**src/rtl/tx_fifo_feeder.sv**
```systemverilog
// tx_fifo_feeder: byte FIFO that sequences stored bytes into a UART transmitter
// over the Tx_En_Sig / Tx_Data / Tx_Done_Sig handshake. Define
// TX_FIFO_FEEDER_DROP_CNT_EN to build the saturating overflow counter on Drop_Cnt.
module tx_fifo_feeder #(
  parameter int unsigned DEPTH_LOG2 = 4
) (
  input  logic                CLK,
  input  logic                RST_n,
  input  logic                Wr_En_Sig,
  input  logic [7:0]          Wr_Data,
  output logic                Full_Sig,
  output logic                Empty_Sig,
  output logic [DEPTH_LOG2:0] Count,
  output logic                Busy_Sig,
  input  logic                Tx_Done_Sig,
  output logic                Tx_En_Sig,
  output logic [7:0]          Tx_Data,
  output logic [7:0]          Drop_Cnt
);

  localparam int unsigned DEPTH = 1 << DEPTH_LOG2;
  localparam logic [DEPTH_LOG2:0] FULL_CNT = {1'b1, {DEPTH_LOG2{1'b0}}};

  typedef enum logic [1:0] {IDLE, LOAD, SEND, GAP} state_t;

  state_t                state_q, state_d;
  logic [7:0]            mem_q [DEPTH];
  logic [DEPTH_LOG2-1:0] wr_ptr_q, wr_ptr_d;
  logic [DEPTH_LOG2-1:0] rd_ptr_q, rd_ptr_d;
  logic [DEPTH_LOG2:0]   count_q, count_d;
  logic                  tx_en_q, tx_en_d;
  logic [7:0]            tx_data_q, tx_data_d;
  logic                  pop;
  logic                  wr_fire;

  assign Full_Sig  = (count_q == FULL_CNT);
  assign Empty_Sig = (count_q == '0);
  assign Count     = count_q;
  assign Busy_Sig  = (state_q != IDLE) || !Empty_Sig;
  assign Tx_En_Sig = tx_en_q;
  assign Tx_Data   = tx_data_q;

  // Fullness uses the pre-edge count, so a write during a pop while full is lost.
  assign wr_fire = Wr_En_Sig && !Full_Sig;

  always_ff @(posedge CLK) begin
    if (wr_fire) begin
      mem_q[wr_ptr_q] <= Wr_Data;
    end
  end

  always_comb begin
    wr_ptr_d = wr_ptr_q;
    rd_ptr_d = rd_ptr_q;
    count_d  = count_q;
    if (wr_fire) begin
      wr_ptr_d = wr_ptr_q + DEPTH_LOG2'(1);
    end
    if (pop) begin
      rd_ptr_d = rd_ptr_q + DEPTH_LOG2'(1);
    end
    unique case ({wr_fire, pop})
      2'b10:   count_d = count_q + (DEPTH_LOG2 + 1)'(1);
      2'b01:   count_d = count_q - (DEPTH_LOG2 + 1)'(1);
      default: count_d = count_q;
    endcase
  end

  always_ff @(posedge CLK or negedge RST_n) begin
    if (!RST_n) begin
      wr_ptr_q <= '0;
      rd_ptr_q <= '0;
      count_q  <= '0;
    end else begin
      wr_ptr_q <= wr_ptr_d;
      rd_ptr_q <= rd_ptr_d;
      count_q  <= count_d;
    end
  end

  always_ff @(posedge CLK or negedge RST_n) begin
    if (!RST_n) begin
      state_q   <= IDLE;
      tx_en_q   <= 1'b0;
      tx_data_q <= '0;
    end else begin
      state_q   <= state_d;
      tx_en_q   <= tx_en_d;
      tx_data_q <= tx_data_d;
    end
  end

  always_comb begin
    state_d = state_q;
    unique case (state_q)
      IDLE:    if (!Empty_Sig) state_d = LOAD;
      LOAD:    state_d = SEND;
      SEND:    if (Tx_Done_Sig) state_d = GAP;
      GAP:     state_d = IDLE;
      default: state_d = IDLE;
    endcase
  end

  always_comb begin
    pop       = 1'b0;
    tx_en_d   = tx_en_q;
    tx_data_d = tx_data_q;
    unique case (state_q)
      LOAD: begin
        pop       = 1'b1;
        tx_en_d   = 1'b1;
        tx_data_d = mem_q[rd_ptr_q];
      end
      SEND:    if (Tx_Done_Sig) tx_en_d = 1'b0;
      default: tx_en_d = 1'b0;
    endcase
  end

`ifdef TX_FIFO_FEEDER_DROP_CNT_EN
  logic [7:0] drop_cnt_q;

  always_ff @(posedge CLK or negedge RST_n) begin
    if (!RST_n) begin
      drop_cnt_q <= '0;
    end else if (Wr_En_Sig && Full_Sig && (drop_cnt_q != '1)) begin
      drop_cnt_q <= drop_cnt_q + 8'd1;
    end
  end

  assign Drop_Cnt = drop_cnt_q;
`else
  assign Drop_Cnt = '0;
`endif

endmodule
```
**config.mk**
```make
export PLATFORM = sky130hd
export DESIGN_NAME = tx_fifo_feeder
export DESIGN_NICKNAME = d
export VERILOG_FILES = /design/src/rtl/tx_fifo_feeder.sv
export SDC_FILE = /design/constraint.sdc
export NUM_CORES = 1
export LEC_CHECK = 0
export ABC_AREA = 0
export ABC_CLOCK_PERIOD_IN_PS = 7640
export BUFFER_PORTS_ARGS = -buffer_cell sky130_fd_sc_hd__buf_2
export CORE_MARGIN = 8
export CORE_UTILIZATION = 55
export DETAILED_ROUTE_END_ITERATION = 7
export GPL_ROUTABILITY_DRIVEN = 0
export PLACE_DENSITY_LB_ADDON = 0.3
export SYNTH_ARGS = -nofsm -noshare
export SYNTH_HDL_FRONTEND = slang
export SYNTH_SLANG_ARGS = --single-unit
```
**constraint.sdc**
```tcl
create_clock -name CLK -period 7.64 [get_ports CLK]
set_input_delay 2.292 -clock CLK [delete_from_list [all_inputs] [get_ports CLK]]
set_output_delay 2.292 -clock CLK [all_outputs]
set_load 0.05 [all_outputs]
```
==> metrics.txt, run 1 <==
Sink Count=152; CTS tree=done; total negative slack=0 ns; Netlist cell types=37; vias in the first global route=3,059; design area=7056 um^2; Initial Utilization=55.58%; final hold vios=0; nets@finish=387; net switching power=0.0009343 W; violation count after the first detailed-route iteration=390; post-synthesis xor/xnor area fraction=1.538%; switching share of power=32.65%; num rows=39; R2R Setup Slk=4.89 ns; # diodes=0; gate count of the mapped netlist=333; M3 GR Usage=4.738%; final worst-path cycle share=53.47%; Setup Buffers After CTS=0; Most Crowded Layer GR=met2; Final Skew=0.009395 ns; Worst-Skew Late Latency=0.42 ns; Die Y=122.7 um; DP HPWL=7.275 mm; largest net degree at the start of global routing=35; Root Driver=clkbuf_16; Pre-antenna DRT Iters=4; Setup WS pre-CTS=3.243 ns; Final min period=4.085 ns; fmax=0.2448 GHz; GRT Total Usage=16.76%; number of hold buffers added after cts=0; most frequent cells in the layout=edfxtp_1 (128), buf_2 (28), dfrtp_1 (24), mux4_1 (18), clkbuf_16 (18); Synth Area per Inst=18.81 um^2; post-CTS sizing=0; largest family of logic cells by synthesized area=multiplexers; Max-cap violations=0; deepest clock path buffer count=2; Die Span X=122.7 um; Compound-Gate Fraction of Synth Area=3.795%; CTS clk-pin slew, worst paths=0.06 ns; RSZ-0062 raised after global routing=no; final core utilization=62.59%; grt ovf=0; CTS buffer count=17; drt wl/cell=22.26 um; commonest non-fill, non-tap cell in the layout=edfxtp_1; Worst Tran Pin Value=1.220 ns; crit start category=register; DRC viols=0; critical path cell sequence=nor4_2 -> and2b_1 -> buf_2; Ports=37; crit-path max cell delay=0.47 ns; met2 Usage GRT=24.36%; Synth Area in Adders=2.397%; proportion of layout cells with a drive suffix above 1=23.14%; worst hold path class=reg -> reg; Req. time, crit path=5.35 ns; status=complete, no violations; crit end category=output port; via count=3,051; CP max-delay cell=dfrtp_1; critical path data arrival time=1.79 ns; remaining antenna violation count after routing=0; Yosys reg bits=152; post-synthesis sequential area ratio=70.94%; Power Density=405.6 nW/um^2; maximum fanout along the worst path=8; Port-buffer cells=28; final setup vio count=0; H-tree depth=4; Internal=0.001927 W; initial antenna violation count=0; Max IR drop VDD=0.4911 mV; Area after DPL=6450 um^2; mux cell area share after synthesis=14.74%; Post-synth EDFFs=128; Sequential Power Share=39.9%; global-route wire length before repair=18.06 mm; Setup CP Type=reg -> out; ys flop type=edfxtp_1; area growth from synthesis to layout=12.62%; max-slew violation count=0; die area=15,060 um^2; DRT Wirelength=11.55 mm; Clock power frac=29.3%; FFs w/ async S/R, synth=15.79%; Post-Synth Simple-Gate Area=3.375%; GR Layer Usage met1=23.19%; Yosys warning total=0; Comb pwr share=30.8%; final worst slack=3.555 ns; Vias/cell=5.879; mapped cell area=6265 um^2; Core ar.=11,270 um^2; P_leak=2.492 nW; Rel. slew slack=18.07%
worst max-delay path, delay by kind of cell, from the launching register on:
kind,cells,cell delay (ns)
and+or+nand+nor,2,0.64
DFF,1,0.47
buffers and inverters,1,0.27
layout make-up:
cell class | count | area, um^2
Timing Repair Buffer | 30 | 155.1
Clock inverter | 7 | 88.84
Multi-Input combinational cell | 156 | 1649
Inverter | 6 | 22.52
Sequential cell | 152 | 4444
Tap cell | 143 | 178.9
Fill cell | 753 | 4217
Clock buffer | 25 | 516.7
synth_stat cells, drive strengths merged (2+ instances only):
cell type,n,area share (%)
xnor2,6,0.84
nand4,2,0.20
inv,6,0.36
o22ai,16,1.6
nor3,4,0.32
dfrtp,24,9.6
buf,20,2.4
nor2b,2,0.20
nand2b,4,0.40
nor2,14,0.84
mux4,32,13
a21oi,12,0.96
o21ai,5,0.40
edfxtp,128,61
ha,12,2.4
nand2,9,0.54
clkbuf,6,0.36
mux2,12,2.2
and2,2,0.20
xor2,5,0.70
cell families after synthesis:
family | count (synthesis)
DFF | 152
muxes | 44
and+or+nand+nor | 42
AOI/OAI and AO/OA | 39
buffers and inverters | 32
adders and majority gates | 12
xor gates and xnor gates | 11
other | 1
flip-flops by register name, summed over array words and instances, names as in the netlist:
| name | cells |
|---|---|
| mem_q | 128 |
| Tx_Data | 8 |
| Count | 5 |
| rd_ptr_q | 4 |
| wr_ptr_q | 4 |
| state_q | 2 |
| Tx_En_Sig | 1 |
metrics by stage:
stage / hold slack, ns / cells / total power, W
after floorplan: 0.5028 / 340 / 0.001840
after global placement: 0.4851 / 487 / 0.002016
after detailed placement: 0.4937 / 487 / 0.002044
after CTS: 0.5066 / 519 / 0.002885
after global routing: 0.5222 / 519 / 0.002996
final: 0.5063 / 519 / 0.002862
power by group through the flow:
stage | clock network [W] | registers, W | logic, W
after floorplan | 0 | 0.00123 | 0.000613
after CTS | 0.000851 | 0.00114 | 0.000892
final | 0.000839 | 0.00114 | 0.000881
after global placement | 0 | 0.00115 | 0.000868
after detailed placement | 0 | 0.00116 | 0.000887
after global routing | 0.000886 | 0.00116 | 0.000952
per-layer routing:
metal / routed length [um] / vias to the layer above
met3: 844 / 10
met1: 5023 / 1562
met2: 5524 / 105
li1: - / 1374
met5: 0 / -
met4: 159 / 0
path summary, 6_finish.rpt:
| check | startpoint | end | cells after the start |
|---|---|---|---|
| worst max-delay path | Count[2] | Empty_Sig | 3 |
| worst min-delay path | Tx_En_Sig | Tx_En_Sig | 1 |
| worst max register to register | state_q[1] | Count[4] | 9 |
| worst min register to register | Tx_En_Sig | Tx_En_Sig | 1 |
| max in group asynchronous | RST_n | Tx_Data[7] | 1 |
| min in group asynchronous | RST_n | Count[2] | 1 |
Power figures use the tool's default switching activity.
==> inputs of run 2 (changes only) <==
--- a/config.mk
+++ b/config.mk
@@ -5,8 +5,8 @@
 export SDC_FILE = /design/constraint.sdc
 export NUM_CORES = 1
 export LEC_CHECK = 0
-export ABC_AREA = 0
-export ABC_CLOCK_PERIOD_IN_PS = 7640
+export ABC_AREA = 1
+export ABC_CLOCK_PERIOD_IN_PS = 3300
 export BUFFER_PORTS_ARGS = -buffer_cell sky130_fd_sc_hd__buf_2
 export CORE_MARGIN = 8
 export CORE_UTILIZATION = 55
==> constraint.sdc (replaced) <==
create_clock -name CLK -period 3.3 [get_ports CLK]
set_input_delay 0.99 -clock CLK [delete_from_list [all_inputs] [get_ports CLK]]
set_output_delay 0.99 -clock CLK [all_outputs]
set_load 0.05 [all_outputs]
==> metrics.txt, run 2 <==
Max IR drop VDD=0.4216 mV (-14%); Sink Count=152 (unchanged); Final min period=2.791 ns; most used cell, CP=nand2_1; top post-synthesis cells by area=edfxtp_1 (59%), nand2_1 (13%), dfrtp_1 (9.2%); post-synthesis sequential area ratio=67.72% (-3.2 points); crit end category=register; Setup Buffers After CTS=0 (unchanged); crit start category=register; most frequent cells in the layout=nand2_1 (232), edfxtp_1 (128), nand3_1 (104), buf_2 (28), inv_1 (25); grt ovf=0 (unchanged); critical path cell sequence=nor4_2 -> nand2_1 -> nand2_2 -> ha_1 -> xor2_1 -> ha_1 -> inv_1 -> nand2_1 -> nand3_1 -> nand2_1 -> xor2_1 -> nand2_1 -> nand2_1; final hold vios=0 (unchanged); largest net degree at the start of global routing=68 (+94%); Power Density=950.8 nW/um^2 (+130%); max FFs per register=128 (unchanged); vias in the first global route=4,370 (+43%); Ports=37 (unchanged); total negative slack=0 ns (unchanged); Die Y=125.2 um (+2.0%); drt wl/cell=16.35 um (-27%); num rows=40 (+2.6%); DRT Wirelength=13.16 mm (+14%); violation count after the first detailed-route iteration=383 (-1.8%); DRC viols=0 (unchanged); initial antenna violation count=0 (unchanged); Rel. slew slack=51.92% (+34 points); final setup vio count=0 (unchanged); CTS clk-pin slew, worst paths=0.06 ns (about the same); GRT Total Usage=17.62% (+0.87 points); maximum fanout along the worst path=24 (+16); crit-path max cell delay=0.44 ns (-0.03 ns); commonest non-fill, non-tap cell in the layout=nand2_1; die area=15,680 um^2 (+4.1%); global-route wire length before repair=21.71 mm (+20%); max-slew violation count=0 (unchanged); area of the multi-input gates=1814 um^2 (+10%); Root Driver=clkbuf_16; Die Span X=125.2 um (+2.0%); WP buf/inv=1 (unchanged); CTS buffer count=17 (unchanged); Yosys reg bits=152 (unchanged); Worst Tran Pin Value=0.7212 ns (-0.4984 ns); CTS tree=done; proportion of layout cells with a drive suffix above 1=12.77% (-10 points); met3 routed WL=807 um (-4.4%); CP max-delay cell=dfrtp_1; post-CTS sizing=0 (unchanged); Yosys top cell area share=58.57% (-2.8 points); Vias/cell=5.396 (-8.2%); gate count of the mapped netlist=603 (+81%); R2R Setup Slk=0.51 ns (-4.38 ns); Biggest register=mem_q; Yosys warning total=0 (unchanged); Final Skew=0.006987 ns (-0.002408 ns); number of hold buffers added after cts=0 (unchanged); H-tree depth=4 (unchanged); nets@finish=669 (+73%); final worst-path cycle share=84.57%; Core ar.=11,810 um^2 (+4.8%); fmax=0.3583 GHz; area growth from synthesis to layout=13.86%; remaining antenna violation count after routing=0 (unchanged); RSZ-0062 raised after global routing=no; status=complete, no violations; register area=4446 um^2 (about the same); ys flop type=edfxtp_1; CP top delay family=simple AND/OR/NAND/NOR gates; DP HPWL=8.428 mm (+16%); # diodes=0 (unchanged); largest area contributor in the netlist=edfxtp_1; critical path data arrival time=3.15 ns (+1.36 ns); Post-synth EDFFs=128 (unchanged); most numerous cell in the Yosys netlist=nand2_1; Port-buffer cells=28 (unchanged); Max-cap violations=0 (unchanged); Filler cells=878 (+17%); Worst-Skew Late Latency=0.42 ns (about the same); FFs w/ async S/R, synth=15.79% (unchanged); met2 wire length=6.501 mm (+18%); mapped cell area=6563 um^2 (+4.8%); worst hold path class=reg -> reg; M1 WL=5.482 mm (+9.1%); Top Layer Used=met4; Pre-antenna DRT Iters=5 (+1); top post-synthesis cells by count=nand2_1 (232), edfxtp_1 (128), nand3_1 (104); Req. time, crit path=3.66 ns (-1.69 ns); Netlist cell types=26 (-30%); Setup CP Type=reg -> reg; P_leak=3.086 nW (+24%); Synth Area per Inst=10.88 um^2 (-42%); overall power=0.007105 W (+150%); deepest clock path buffer count=2 (unchanged); Initial Utilization=55.56% (about the same); via count=4,344 (+42%)
-- run 2: cell types whose count changed after synthesis, moves of 14 or more --
cell     change
inv_1       +19
mux4_1      -18
mux4_2      -14
nand2_1    +223
nand3_1    +104
o22ai_1     -16
-- run 2: per-stage QoR --
stage	instance area (um^2)	util (%)	setup slack, ns	hold WS, ns	instances
CTS	7472	63.26	0.5165	0.4803	805
global placement	6862	58.09	0.6236	0.4659	773
global route	7472	63.26	0.2559	0.5003	805
floorplan	6589	-	0.6180	0.4673	610
finish	7472	63.26	0.5093	0.4757	805
detailed placement	6862	58.09	0.5394	0.4644	773
-- run 2: logic make-up (layout without fill, tap and decap cells) --
| kind of cell | count (synthesis) | count (layout) | synth area share, % |
|---|---|---|---|
| buffers and inverters | 63 | 111 | 5.033 |
| xor gates and xnor gates | 9 | 9 | 1.201 |
| AOI/OAI and AO/OA | 8 | 8 | 0.6865 |
| DFF | 152 | 152 | 67.72 |
| and+or+nand+nor | 358 | 358 | 23.01 |
| adders and majority gates | 12 | 12 | 2.288 |
| other | 1 | 8 | 0.05714 |
-- run 2: final timing paths --
kind	depth (start not counted)	endpoint	from
max	13	Count[4]	Count[2]
min	2	Tx_Data[2]	Tx_Data[2]
max reg2reg	13	Count[4]	Count[2]
min reg2reg	2	Tx_Data[2]	Tx_Data[2]
max in group asynchronous	1	rd_ptr_q[0]	RST_n
min in group asynchronous	1	Tx_Data[3]	RST_n
-- run 2: worst min-delay path: cells and delay by family (launching register included) --
family	cells	cell delay, ns
flip-flops	1	0.34
AND/OR/NAND/NOR	2	0.10
-- run 2: final cells by class --
class / instances / area share (%)
tap: 147 / 2.461
timing repair buffer: 51 / 4.186
multi-input combinational: 395 / 24.28
clock inverter: 13 / 2.378
sequential: 152 / 59.49
inverter: 28 / 1.407
clock buffer: 19 / 5.794
-- run 2: per-layer routing --
metal  up-vias  track usage, %
met5         -               0
met4         0           8.166
met3        27           4.547
met2       142           29.50
met1      2062           20.97
li1       2113               -
-- run 2: power breakdown --
part           switching (W)  total [W]  internal, W
logic                0.00186    0.00259     0.000733
clock network       0.000722    0.00198      0.00126
registers           0.000161    0.00253      0.00237
==> inputs of run 3 (changes only) <==
--- a/config.mk
+++ b/config.mk
@@ -6,7 +6,7 @@
 export NUM_CORES = 1
 export LEC_CHECK = 0
 export ABC_AREA = 1
-export ABC_CLOCK_PERIOD_IN_PS = 3300
+export ABC_CLOCK_PERIOD_IN_PS = 2750
 export BUFFER_PORTS_ARGS = -buffer_cell sky130_fd_sc_hd__buf_2
 export CORE_MARGIN = 8
 export CORE_UTILIZATION = 55
==> constraint.sdc (replaced) <==
create_clock -name CLK -period 2.75 [get_ports CLK]
set_input_delay 0.825 -clock CLK [delete_from_list [all_inputs] [get_ports CLK]]
set_output_delay 0.825 -clock CLK [all_outputs]
set_load 0.05 [all_outputs]
==> metrics.txt, run 3 (synthesis gave the netlist of run 2 again) <==
DRT Wirelength=14.33 mm (+8.9%); CP max-delay cell=dfrtp_1; CTS buffer count=17 (unchanged); GRT Total Usage=18.73% (+1.1 points); H-tree depth=4 (unchanged); Power Density=1158 nW/um^2 (+22%); max-slew violation count=0 (unchanged); Die Y=125.2 um (unchanged); final hold vios=0 (unchanged); area growth from synthesis to layout=14.17%; final core utilization=63.43% (+0.17 points); final worst-path cycle share=95.51%; Max-cap violations=0 (unchanged); WP buf/inv=2 (+1); CTS clk-pin slew, worst paths=0.06 ns (about the same); crit-path max cell delay=0.44 ns (about the same); Worst Tran Pin Value=0.7549 ns (+0.03364 ns); P_leak=3.106 nW (+0.63%); DP HPWL=8.846 mm (+5.0%); max FFs per register=128 (unchanged); DRC viols=0 (unchanged); Sink Count=152 (unchanged); largest net degree at the start of global routing=68 (unchanged); critical path cell sequence=nor4_2 -> nand2_1 -> inv_1 -> buf_2; final setup vio count=0 (unchanged); Req. time, crit path=1.93 ns (-1.73 ns); critical path data arrival time=1.80 ns (-1.35 ns); Rel. slew slack=49.67% (-2.2 points); RSZ-0062 raised after global routing=no; grt ovf=0 (unchanged); total negative slack=0 ns (unchanged); deepest clock path buffer count=2 (unchanged); Worst-Skew Late Latency=0.42 ns (about the same); CTS tree=done; global-route wire length before repair=22.73 mm (+4.7%); violation count after the first detailed-route iteration=472 (+23%); overall power=0.008674 W (+22%); Ports=37 (unchanged); commonest non-fill, non-tap cell in the layout=nand2_1; crit start category=register; Final Skew=0.005413 ns (-0.001574 ns); num rows=40 (unchanged); crit end category=output port; vias in the first global route=4,296 (-1.7%); # diodes=0 (unchanged); Setup CP Type=reg -> out; Port-buffer cells=28 (unchanged); R2R Setup Slk=0.26 ns (-0.25 ns); proportion of layout cells with a drive suffix above 1=13.05% (+0.28 points); die area=15,680 um^2 (unchanged); remaining antenna violation count after routing=0 (unchanged); initial antenna violation count=0 (unchanged); Die Span X=125.2 um (unchanged); worst hold path class=in -> async; Vias/cell=5.565 (+3.1%); Core ar.=11,810 um^2 (unchanged); CP top delay family=simple AND/OR/NAND/NOR gates; post-CTS sizing=0 (unchanged); Max IR drop VDD=0.5564 mV (+32%); Setup Buffers After CTS=0 (unchanged); nets@finish=670 (+0.15%); via count=4,485 (+3.2%); Final min period=2.626 ns; Pre-antenna DRT Iters=5 (unchanged); number of hold buffers added after cts=0 (unchanged); status=complete, no violations; fmax=0.3807 GHz; drt wl/cell=17.77 um (+8.7%); maximum fanout along the worst path=5 (-79%); Biggest register=mem_q; Root Driver=clkbuf_16; Initial Utilization=55.56% (unchanged); most frequent cells in the layout=nand2_1 (232), edfxtp_1 (128), nand3_1 (104), buf_2 (28), inv_1 (25)
## run 3: changes by cell type in the layout (fill, tap and decap cells not counted), sizes merged
cell / previous run / this run
clkinvlp: 3 / 1
clkinv: 7 / 9
buf: 51 / 52
## run 3: path summary, 6_finish.rpt
path	startpoint	to	cells past startpoint
worst max-delay path	Count[2]	Full_Sig	4
worst min-delay path	RST_n	Tx_Data[4]	1
worst max register to register	Count[2]	Count[4]	13
worst min register to register	Tx_Data[0]	Tx_Data[0]	2
max in group asynchronous	RST_n	rd_ptr_q[0]	1
min in group CLK	Tx_Data[0]	Tx_Data[0]	2
## run 3: report_power, final
group | internal (W) | switching [W]
sequential | 0.00284 | 0.000198
combinational | 0.000911 | 0.00232
clock | 0.00151 | 0.000890
total | 0.00527 | 0.00341
## run 3: cell type report
type | count | area [um^2]
Clock buffer | 19 | 432.9
Timing Repair Buffer | 52 | 332.8
Tap cell | 147 | 183.9
Sequential cell | 152 | 4446
Inverter | 28 | 105.1
Fill cell | 877 | 4319
Clock inverter | 13 | 177.7
Multi-Input combinational cell | 395 | 1814
## run 3: routing by layer
metal  up-vias  global-route usage, %  share of wire (%)
li1       2109                      -                  -
met1      2181                  22.79                 40
met2       170                  31.61                 52
met3        25                  4.420                6.1
met4         0                  7.521                2.1
met5         -                      0                  0
## run 3: per-stage QoR
stage               hold slack, ns  std cells  area, um^2  setup WS, ns
global placement            0.4651        774        6882        0.5112
floorplan                   0.4673        610        6589        0.2297
CTS                         0.3992        806        7492        0.1450
finish                      0.3803        806        7492        0.1235
detailed placement          0.4690        774        6882        0.3691
global route                0.4238        806        7492       0.08087
